<file path="config.mk">
export PLATFORM = sky130hd
export DESIGN_NAME = spawnout_queue_reader
export DESIGN_NICKNAME = d
export VERILOG_FILES = /design/src/rtl/spawnout_queue_reader.sv
export SDC_FILE = /design/constraint.sdc
export NUM_CORES = 1
export LEC_CHECK = 0
export ABC_AREA = 0
export CAP_MARGIN = 25
export CORE_MARGIN = 4
export CORE_UTILIZATION = 45
export DETAILED_ROUTE_END_ITERATION = 10
export PLACE_DENSITY = 0.83
export SYNTH_ARGS = -nofsm -noshare
export SYNTH_HDL_FRONTEND = slang
export SYNTH_SLANG_ARGS = --single-unit
</file>
<file path="constraint.sdc">
create_clock -name clk -period 3.2 [get_ports clk]
set_input_delay 0.48 -clock clk [delete_from_list [all_inputs] [get_ports clk]]
set_output_delay 0.48 -clock clk [all_outputs]
set_load 0.01 [all_outputs]
</file>
<file path="src/rtl/spawnout_queue_reader.sv">
// rtl/spawnout_queue_reader.sv - spawn-out queue consumer: polls entry headers, streams entries, clears valid bytes
module spawnout_queue_reader #(
  parameter int QUEUE_LEN  = 1024,
  parameter int QUEUE_BITS = $clog2(QUEUE_LEN)
) (
  input  logic        clk,
  input  logic        rst,
  input  logic        enable,
  output logic [31:0] spawnout_queue_addr,
  output logic        spawnout_queue_en,
  output logic [7:0]  spawnout_queue_we,
  output logic [63:0] spawnout_queue_din,
  input  logic [63:0] spawnout_queue_dout,
  output logic [63:0] outStream_TDATA,
  output logic        outStream_TVALID,
  input  logic        outStream_TREADY,
  output logic        outStream_TLAST,
  output logic        busy
);

  // Header layout shared with the spawn-out writer
  localparam int ENTRY_VALID_OFFSET      = 63;
  localparam int ENTRY_VALID_BYTE_OFFSET = 7;
  localparam int NUM_ARGS_OFFSET         = 32;
  localparam int NUM_DEPS_OFFSET         = 40;
  localparam int NUM_COPS_OFFSET         = 48;
  localparam int COPY_WORDS              = 3;

  localparam logic [7:0] VALID_BYTE_WE = 8'(1 << ENTRY_VALID_BYTE_OFFSET);

  typedef enum logic [2:0] {
    IDLE,
    POLL,
    SEND,
    RD,
    CAP,
    CLR_HDR
  } state_t;

  state_t                state;
  logic [QUEUE_BITS-1:0] r_idx;
  logic [6:0]            k;
  logic [6:0]            len;
  logic [63:0]           obuf;

  logic [QUEUE_BITS-1:0] word_idx;
  logic [QUEUE_BITS-1:0] acc_idx;
  logic [6:0]            hdr_len;
  logic [3:0]            num_args;
  logic [3:0]            num_deps;
  logic [3:0]            num_cops;
  logic                  last_word;
  logic                  mem_en;
  logic [7:0]            mem_we;

  // Entry length derived from the header counts; wraps naturally in 7 bits
  assign num_args = spawnout_queue_dout[NUM_ARGS_OFFSET +: 4];
  assign num_deps = spawnout_queue_dout[NUM_DEPS_OFFSET +: 4];
  assign num_cops = spawnout_queue_dout[NUM_COPS_OFFSET +: 4];
  assign hdr_len  = 7'd4 + 7'(num_args) + 7'(num_deps) + 7'(num_cops) * 7'(COPY_WORDS);

  assign word_idx  = r_idx + QUEUE_BITS'(k);
  assign last_word = (k == len - 7'd1);

  // BRAM port decode: poll in IDLE, body read in RD, valid-byte clears in CAP and CLR_HDR
  always_comb begin
    mem_en  = 1'b0;
    mem_we  = 8'h00;
    acc_idx = r_idx;
    if (!rst) begin
      case (state)
        IDLE:    mem_en = enable;
        RD:      begin mem_en = 1'b1; acc_idx = word_idx; end
        CAP:     begin mem_en = 1'b1; mem_we = VALID_BYTE_WE; acc_idx = word_idx; end
        CLR_HDR: begin mem_en = 1'b1; mem_we = VALID_BYTE_WE; end
        default: mem_en = 1'b0;
      endcase
    end
  end

  assign spawnout_queue_en   = mem_en;
  assign spawnout_queue_we   = mem_we;
  assign spawnout_queue_din  = '0;
  assign spawnout_queue_addr = mem_en ? (32'(acc_idx) << 3) : 32'd0;

  assign outStream_TVALID = !rst && (state == SEND);
  assign outStream_TLAST  = !rst && (state == SEND) && last_word;
  assign outStream_TDATA  = rst ? 64'd0 : obuf;
  assign busy             = !rst && (state != IDLE) && (state != POLL);

  // Entry sequencing: header poll, per-word stream/fetch/clear, header release last
  always_ff @(posedge clk) begin
    if (rst) begin
      state <= IDLE;
      r_idx <= '0;
      k     <= '0;
      len   <= '0;
      obuf  <= '0;
    end else begin
      case (state)
        IDLE: begin
          if (enable) state <= POLL;
        end
        POLL: begin
          if (spawnout_queue_dout[ENTRY_VALID_OFFSET]) begin
            len   <= hdr_len;
            obuf  <= spawnout_queue_dout;
            k     <= '0;
            state <= SEND;
          end else begin
            state <= IDLE;
          end
        end
        SEND: begin
          if (outStream_TREADY) begin
            if (last_word) begin
              state <= CLR_HDR;
            end else begin
              k     <= k + 7'd1;
              state <= RD;
            end
          end
        end
        RD: begin
          state <= CAP;
        end
        CAP: begin
          obuf  <= spawnout_queue_dout;
          state <= SEND;
        end
        CLR_HDR: begin
          r_idx <= r_idx + QUEUE_BITS'(len);
          state <= IDLE;
        end
        default: state <= IDLE;
      endcase
    end
  end

endmodule

</file>
==> results.cfg, run 1 <==
[critical_path]
critical_path.cell_chain = clkdlybuf4s50_1 > fa_2 > fa_2 > fa_1 > ha_2 > inv_1 > fa_2 > inv_1 > a21oi_1 > nor2_1 > nor3_2 > nor2_1
setup.worst_path.start_class = input port
crit_slowest_cell = fa_1
cp_num_buf_inv = 3
worst_setup_path_end_kind = register
timing.critical_path.max_delay_family = adder cells
cpPeakStageDelay_ns = 0.53
timing.reg2reg.worst_path_depth = 9
cp_common_cell = fa_2
crit_cells = 12
timing_worst_setup_path_type = in2reg
worst-path-max-fanout = 2
worst_ep_required_time_ns = 3.48
crit_arrival_ns = 3.36

[detailed_routing]
vias_per_cell = 4.71
violation_count_after_the_first_detailed_routing_iteration = 207
route.vias.total = 5206
route.antenna.remaining_nets = 0
wl_per_cell_um = 13.1
detailedRoute.firstPassIterationCount = 4
drt_wl_total_um = 14400
drc = 0

[sta]
worst_clock_skew_ns = 0.00526
timing.setup.tns_ns = 0
fin_crit_sh_pct = 96.4
fmax_mhz = 324
hold_viol_final = 0
worst_pin_slew_ns = 0.602
setup_viol = 0
post-route-min-period_ns = 3.08
report.final.slew_viol_count = 0
timing.hold.ws_ns = 0.449
relSlewSlack_pct = 59.8
post-route-worst-setup-slack_ns = 0.117

[grt]
grt_util_met3_pct = 6.77
routing_usage_on_met1_pct = 22.8
grt_first_pass_wirelength_um = 22000
antenna_found_initial = 0
grt_total_ovfl = 0
gr-usage-met2_pct = 28.3
busiest_layer = met2
number_of_global_route_vias_before_repair = 4524
grt_start_max_net_pins = 64
grt.total_usage_pct = 18.0

[flow_run]
maxCapViolations = 0

[finish]
final_cell_area_excluding_filler_cells_um2 = 7730
post_route_cells_drive_above_1_share_pct = 8.40
finalNetCount = 1029
fillerInstances = 1252
antenna_diodes = 0
area.growth.synth_to_final_pct = 27.3

[status]
status = complete, no violations

[placement]
dpl_cell_area_um2 = 7400
dp_hpwl_um = 10800
pre_cts_slack_ns = -0.299
gpl_congestion = 0.852
io_buffer_count = 146

[synthesis]
netlist-cell-type-count = 61
yosys_warnings = 0
syn-mean-instance-area_um2 = 7.72
cell_taking_the_most_area_after_synthesis = dfxtp_1
synth_cells = 786
synth_edf_count = 0
postSynth.asyncResetShare_pct = 0
post_synthesis_sequential_area_ratio_pct = 30.0
synth_commonest_cells = nand2_1, buf_4, dfxtp_1
synth_top_cell_area_share_pct = 30.0
synth-main-ff-cell = dfxtp_1
post-synth-top-count-cell = nand2_1
synthTopCellsByArea = dfxtp_1, buf_4, nand2_1
postSynthRegisterBits = 91
synth.cell_area_um2 = 6070

[clock_tree]
inserted_clock_buffers = 9
clk_pin_slew_ns = 0.06
htreeDepth = 3
cts_tree = done
clk_latency_ns = 0.34
number_of_hold_buffers_added_after_cts = 0
root_buffer = clkbuf_16
cts-root-to-sink-buffers = 2
cts_post_setup_buffers_inserted = 0
cts_num_sinks = 91

[min_path]
hold_path_depth = 2
min_path_type = reg2reg

[floorplan]
row_count = 42
ioPinCount = 240
die_width_um = 124
die-height_um = 124
fp.coreArea_um2 = 13200
initial_core_util_pct = 45.8
fp.dieArea_um2 = 15400

[power_and_ir_drop]
pwr_density_cell_nw_per_um2 = 360
leakage_nw = 3.14
power.ir.vdd_worst_mv = 0.345
pnr_total_power_mw = 2.78
-- routing by layer --
layer  vias to the layer above  routed length [um]
met5                         -                   0
li1                       2676                   -
met4                         0                 179
met2                       172                6840
met3                         9                1470
met1                      2349                5950
-- metrics by stage --
step | std cells | utilization, %
3_5_place_dp | 1089 | 55.8
6_report | 1105 | 58.4
3_3_place_gp | 1089 | 55.8
4_1_cts | 1105 | 58.0
2_1_floorplan | 878 | -
5_1_grt | 1105 | 58.4
-- cells by family after synthesis --
logic type,count (synthesis),share of synthesized area [%]
other,1,0.0618
adder cells (fa/ha/maj),37,8.86
AND/OR/NAND/NOR,320,25.6
AO/OA/AOI/OAI,145,14.3
XOR/XNOR,19,2.74
flip-flops,91,30.0
multiplexers,7,1.24
buffers and inverters,166,17.2
-- cell usage in the layout, fill, tap and decap left out, drive strengths merged, types with 6 or more instances in the layout --
cell type | Yosys | routed
nand2 | 170 | 170
clkdlybuf4s50 | 0 | 138
conb | 1 | 93
dfxtp | 91 | 91
a21oi | 91 | 91
nor2b | 70 | 70
inv | 29 | 30
buf | 98 | 28
ha | 27 | 27
nor2 | 21 | 21
o21ai | 17 | 17
nand3 | 12 | 12
xnor2 | 12 | 12
clkbuf | 39 | 11
nor3 | 10 | 10
fa | 10 | 10
xor2 | 7 | 7
and3 | 6 | 6
-- report_power, final --
part	switching, mW	internal (mW)
Combinational	0.307	0.266
Clock	0.464	0.551
Sequential	0.0227	1.17
-- final timing paths --
path | to | slack, ns | startpoint
hold reg to reg | obuf[42] | 0.45 | obuf[42]
hold / removal | obuf[42] | 0.45 | obuf[42]
setup reg to reg | k[2] | 0.85 | len[0]
setup / recovery | len[6] | 0.12 | spawnout_queue_dout[48]
-- flip-flops by register name, indices dropped and copies added, names as in the netlist --
signal  cells
obuf       64
r_idx      10
k           7
len         7
state       3
-- worst reg2reg max path, stage by stage (launching register included) --
cell and delay, ns:
dfxtp_2 0.39, inv_1 0.06, ha_1 0.26, o21ba_1 0.20, a221oi_2 0.25, a41oi_1 0.08, nor4_2 0.32, buf_4 0.24
or3_1 0.13, mux2_2 0.32
-- timing repair --
item | 4_1_cts | 5_1_grt
pin swaps | 1 | 5
endpoints found under the setup margin | 5 | 6
resized for setup | 10 | 17
gates cloned | 0 | 0
-- area by class of cell --
type	instances	area, um^2	area share, %
clock inverters	5	37.5	0.486
well taps	176	220	2.85
repair buffers	172	1680	21.8
inverters	29	109	1.41
clock buffers	11	243	3.14
flip-flops and latches	91	1820	23.6
multi-input cells	621	3610	46.8
No activity file was read; power rests on OpenSTA's default activity.
==> inputs of run 2 (changes only) <==
PLACE_DENSITY = 0.82   (was 0.83)
==> results.cfg, run 2 (same netlist as run 1, synthesis figures left out) <==
[finish]
largest-register = obuf
largest_register_ffs = 64
layout.cells.non_filler = 1103
fin_util_pct = 58.3
layout_top_registers = obuf: 64 flops, r_idx: 10 flops
most-common-layout-cells = nand2_1, clkdlybuf4s50_1, conb_1
post_route_cells_drive_above_1_share_pct = 7.44
antenna_diodes = 0
finalNetCount = 1028
most_frequent_standard_cell_in_the_layout_excluding_fill_and_tap_cells = nand2_1
area.growth.synth_to_final_pct = 27.2

[power_and_ir_drop]
power.ir.vdd_worst_mv = 0.305
pwr_density_cell_nw_per_um2 = 372
leakage_nw = 3.14
power_frac_seq_pct = 41.6
power.switching_fraction_pct = 27.6
power.switching_mw = 0.794
comb_power_share_pct = 19.4
p_int_mw = 2.08
clock_power_share_pct = 39.1

[clock_tree]
root_buffer = clkbuf_16
inserted_clock_buffers = 9
cts-root-to-sink-buffers = 2
cts_post_setup_buffers_inserted = 0
htreeDepth = 3
cts_tree = done
clk_latency_ns = 0.35
clk_pin_slew_ns = 0.07
cts_num_sinks = 91

[critical_path]
timing_worst_setup_path_type = reg2out
setup.worst_path.start_class = register
worst-path-max-fanout = 2
worst_ep_required_time_ns = 2.72
worst_setup_path_end_kind = primary output
worstSetupStartpoint = k[0]
critical_path.reg2reg.startpoint = len[0]
crit_arrival_ns = 2.64

[detailed_routing]
route.antenna.remaining_nets = 0
violation_count_after_the_first_detailed_routing_iteration = 225
drt_wl_total_um = 14700
drc = 0
wl_per_cell_um = 13.4
vias_per_cell = 4.79
detailedRoute.firstPassIterationCount = 4
route.vias.total = 5280

[floorplan]
fp.dieArea_um2 = 15400
die_width_um = 124
initial_core_util_pct = 45.8
fp.coreArea_um2 = 13200
ioPinCount = 240
die-height_um = 124
row_count = 42

[grt]
gr-usage-met2_pct = 29.4
grt_start_max_net_pins = 81
grt_util_met3_pct = 6.99
antenna_found_initial = 0
grt.total_usage_pct = 18.4
busiest_layer = met2
routing_usage_on_met1_pct = 22.5
grt_total_ovfl = 0
number_of_global_route_vias_before_repair = 4789
grt_first_pass_wirelength_um = 22600

[sta]
fmax_mhz = 321
setup_viol = 0
post-route-worst-setup-slack_ns = 0.0826
fin_crit_sh_pct = 97.4
hold_viol_final = 0
relSlewSlack_pct = 48.4
timing.hold.ws_ns = 0.449
post-route-min-period_ns = 3.12
worst_clock_skew_ns = 0.00900
rsz_0062_raised_after_global_routing = yes
report.final.slew_viol_count = 0
timing.setup.tns_ns = 0
worst_pin_slew_ns = 0.774

[placement]
io_buffer_count = 146
dp.cells = 1088
pre_cts_slack_ns = -0.304
dp_hpwl_um = 11000
gpl_congestion = 0.841

[flow_run]
maxCapViolations = 0

[min_path]
min_path_type = reg2reg
holdCritStartpoint = obuf[30]

[status]
status = complete, no violations
==> run 2: routing by layer <==
layer  wire, um  share of wire [%]
met5          0                  0
met4        280                1.9
met3       1480                 10
met2       6910                 47
met1       6080                 41
==> run 2: power groups by stage <==
stage / sequential [mW] / clock, mW / combinational (mW)
floorplan: 1.22 / 0 / 0.430
global placement: 1.22 / 0 / 0.536
detailed placement: 1.22 / 0 / 0.547
CTS: 1.20 / 1.15 / 0.551
global route: 1.20 / 1.19 / 0.628
finish: 1.20 / 1.12 / 0.557
==> run 2: final timing paths <==
path / endpoint / slack, ns / cells past startpoint
min: obuf[30] / 0.45 / 2
max reg2reg: k[2] / 0.81 / 9
min reg2reg: obuf[30] / 0.45 / 2
max: spawnout_queue_addr[11] / 0.08 / 10
==> run 2: layout make-up <==
| cell class | count | area (um^2) |
|---|---|---|
| fill | 1211 | 5520 |
| multi-input combinational | 621 | 3590 |
| sequential | 91 | 1830 |
| timing repair buffer | 171 | 1670 |
| clock buffer | 11 | 253 |
| tap | 176 | 220 |
| inverter | 29 | 109 |
| clock inverter | 4 | 56.3 |
==> run 2: repair_timing <==
item | in CTS | in global routing
setup endpoints to repair | 5 | 5
hold buffers | 0 | 0
hold endpoints to repair | 0 | 0
resized for setup | 10 | 9
pin swaps | 2 | 2
==> run 2: critical path, cell delays in order (launching register included) <==
cell             delay [ns]
dfxtp_1                0.34
ha_1                   0.16
inv_1                  0.05
fa_1                   0.40
nor2b_2                0.12
o21ai_1                0.09
a21boi_2               0.16
nor4_1                 0.07
or4_1                  0.50
a21oi_1                0.15
clkdlybuf4s15_2        0.23
==> run 2: through the flow <==
stage,power [mW],area [um^2]
6_report,2.87,7720
5_1_grt,3.02,7720
4_1_cts,2.90,7700
3_5_place_dp,1.77,7390
3_3_place_gp,1.76,7390
2_1_floorplan,1.64,6420
==> inputs of run 3 (changes only) <==
CORE_UTILIZATION = 48   (was 45)
GPL_ROUTABILITY_DRIVEN = 0   (was unset)
PLACE_DENSITY = 0.87   (was 0.82)
clock period = 3.75 ns   (was 3.2 ns; I/O delays follow)
==> results.cfg, run 3 (same netlist as run 1, synthesis figures left out) <==
[status]
status = complete, no violations

[finish]
fin_util_pct = 62.1
finalNetCount = 1012
largest_register_ffs = 64
most-common-layout-cells = nand2_1, clkdlybuf4s50_1, conb_1
most_frequent_standard_cell_in_the_layout_excluding_fill_and_tap_cells = nand2_1
area.growth.synth_to_final_pct = 25.0
antenna_diodes = 0
post_route_cells_drive_above_1_share_pct = 5.15
layout_top_registers = obuf: 64 flops, r_idx: 10 flops
largest-register = obuf

[sta]
worst_pin_slew_ns = 0.656
rsz_0062_raised_after_global_routing = no
post-route-min-period_ns = 3.51
timing.hold.ws_ns = 0.450
timing.setup.tns_ns = 0
post-route-worst-setup-slack_ns = 0.239
fmax_mhz = 285
fin_crit_sh_pct = 93.6
hold_viol_final = 0
relSlewSlack_pct = 56.1
setup_viol = 0
worst_clock_skew_ns = 0.00600
report.final.slew_viol_count = 0

[critical_path]
regToRegSetupSlack_ns = 1.01
worst_ep_required_time_ns = 3.19
worst_setup_path_end_kind = primary output
crit_arrival_ns = 2.95
timing_worst_setup_path_type = reg2out
crit_slowest_cell = clkdlybuf4s50_1
cp_num_buf_inv = 2
critical_path.cell_chain = inv_1 > ha_1 > o21ba_1 > a221oi_2 > a41oi_1 > nor4_2 > and2_2 > clkdlybuf4s50_1
worst-path-max-fanout = 5
cpPeakStageDelay_ns = 0.52
setup.worst_path.start_class = register
timing.critical_path.max_delay_family = simple AND/OR/NAND/NOR gates

[grt]
grt_total_ovfl = 0
grt_start_max_net_pins = 62
antenna_found_initial = 0
grt.total_usage_pct = 19.1
grt_first_pass_wirelength_um = 22800
number_of_global_route_vias_before_repair = 4798

[clock_tree]
number_of_hold_buffers_added_after_cts = 0
cts-root-to-sink-buffers = 2
clk_latency_ns = 0.34
cts_num_sinks = 91
cts_tree = done
inserted_clock_buffers = 9
root_buffer = clkbuf_16
clk_pin_slew_ns = 0.06
htreeDepth = 3

[floorplan]
fp.coreArea_um2 = 12200
fp.dieArea_um2 = 14500
die_width_um = 120
ioPinCount = 240
die-height_um = 120
initial_core_util_pct = 49.7
row_count = 40

[detailed_routing]
detailedRoute.firstPassIterationCount = 5
route.antenna.remaining_nets = 0
route.vias.total = 5251
vias_per_cell = 4.86
wl_per_cell_um = 13.5
drc = 0
violation_count_after_the_first_detailed_routing_iteration = 263
drt_wl_total_um = 14600

[power_and_ir_drop]
pwr_density_cell_nw_per_um2 = 328
power.ir.vdd_worst_mv = 0.231
pnr_total_power_mw = 2.49
leakage_nw = 3.04

[flow_run]
maxCapViolations = 0

[min_path]
min_path_type = reg2reg

[placement]
io_buffer_count = 146
dp_hpwl_um = 10900
pre_cts_slack_ns = 0.169
## run 3: changes by cell type in the layout (fill, tap and decap cells not counted), moves of 2 or more
cell,before,now
a21oi_1,87,89
a21oi_2,3,1
buf_4,24,9
clkdlybuf4s50_1,139,144
dlygate4sd2_1,3,0
fa_1,8,10
fa_2,2,0
inv_6,2,0
## run 3: final cells by class
cell class	instances	area [um^2]
clock buffer	11	253
clock inverter	5	85.1
fill	1057	4620
inverter	29	109
multi-input combinational	621	3570
sequential	91	1820
tap	168	210
timing repair buffer	155	1540
## run 3: path summary, 6_finish.rpt
| kind | startpoint | depth (start not counted) | end |
|---|---|---|---|
| worst max-delay path | len[1] | 8 | outStream_TLAST |
| worst min register to register | obuf[1] | 2 | obuf[1] |
| worst min-delay path | obuf[1] | 2 | obuf[1] |
| worst max register to register | len[1] | 9 | k[2] |
## run 3: per-layer routing
metal | share of wire (%) | global-route usage, % | up-vias
li1 | - | - | 2643
met1 | 41 | 23.9 | 2402
met2 | 47 | 30.8 | 193
met3 | 10 | 6.92 | 13
met4 | 1.3 | 6.09 | 0
met5 | 0 | 0 | -
## run 3: tightest hold or removal path: stages, from the launching register on
cell     delay (ns)
dfxtp_1        0.31
nand2_1        0.05
a21oi_1        0.05
## run 3: report_power, final
group	total (mW)	internal, mW	switching (mW)
logic	0.452	0.207	0.245
registers	1.03	1.00	0.0244
clock network	1.01	0.623	0.388
total	2.49	1.83	0.658
## run 3: repair_timing
item                       CTS  global route
pin swaps                    0             0
resized for setup            2             1
setup buffers                0             0
setup endpoints to repair    1             1
## run 3: per-stage QoR
| step | std cells | area, um^2 |
|---|---|---|
| floorplan | 878 | 6420 |
| global placement | 1064 | 7250 |
| detailed placement | 1064 | 7250 |
| CTS | 1080 | 7580 |
| global route | 1080 | 7590 |
| finish | 1080 | 7590 |
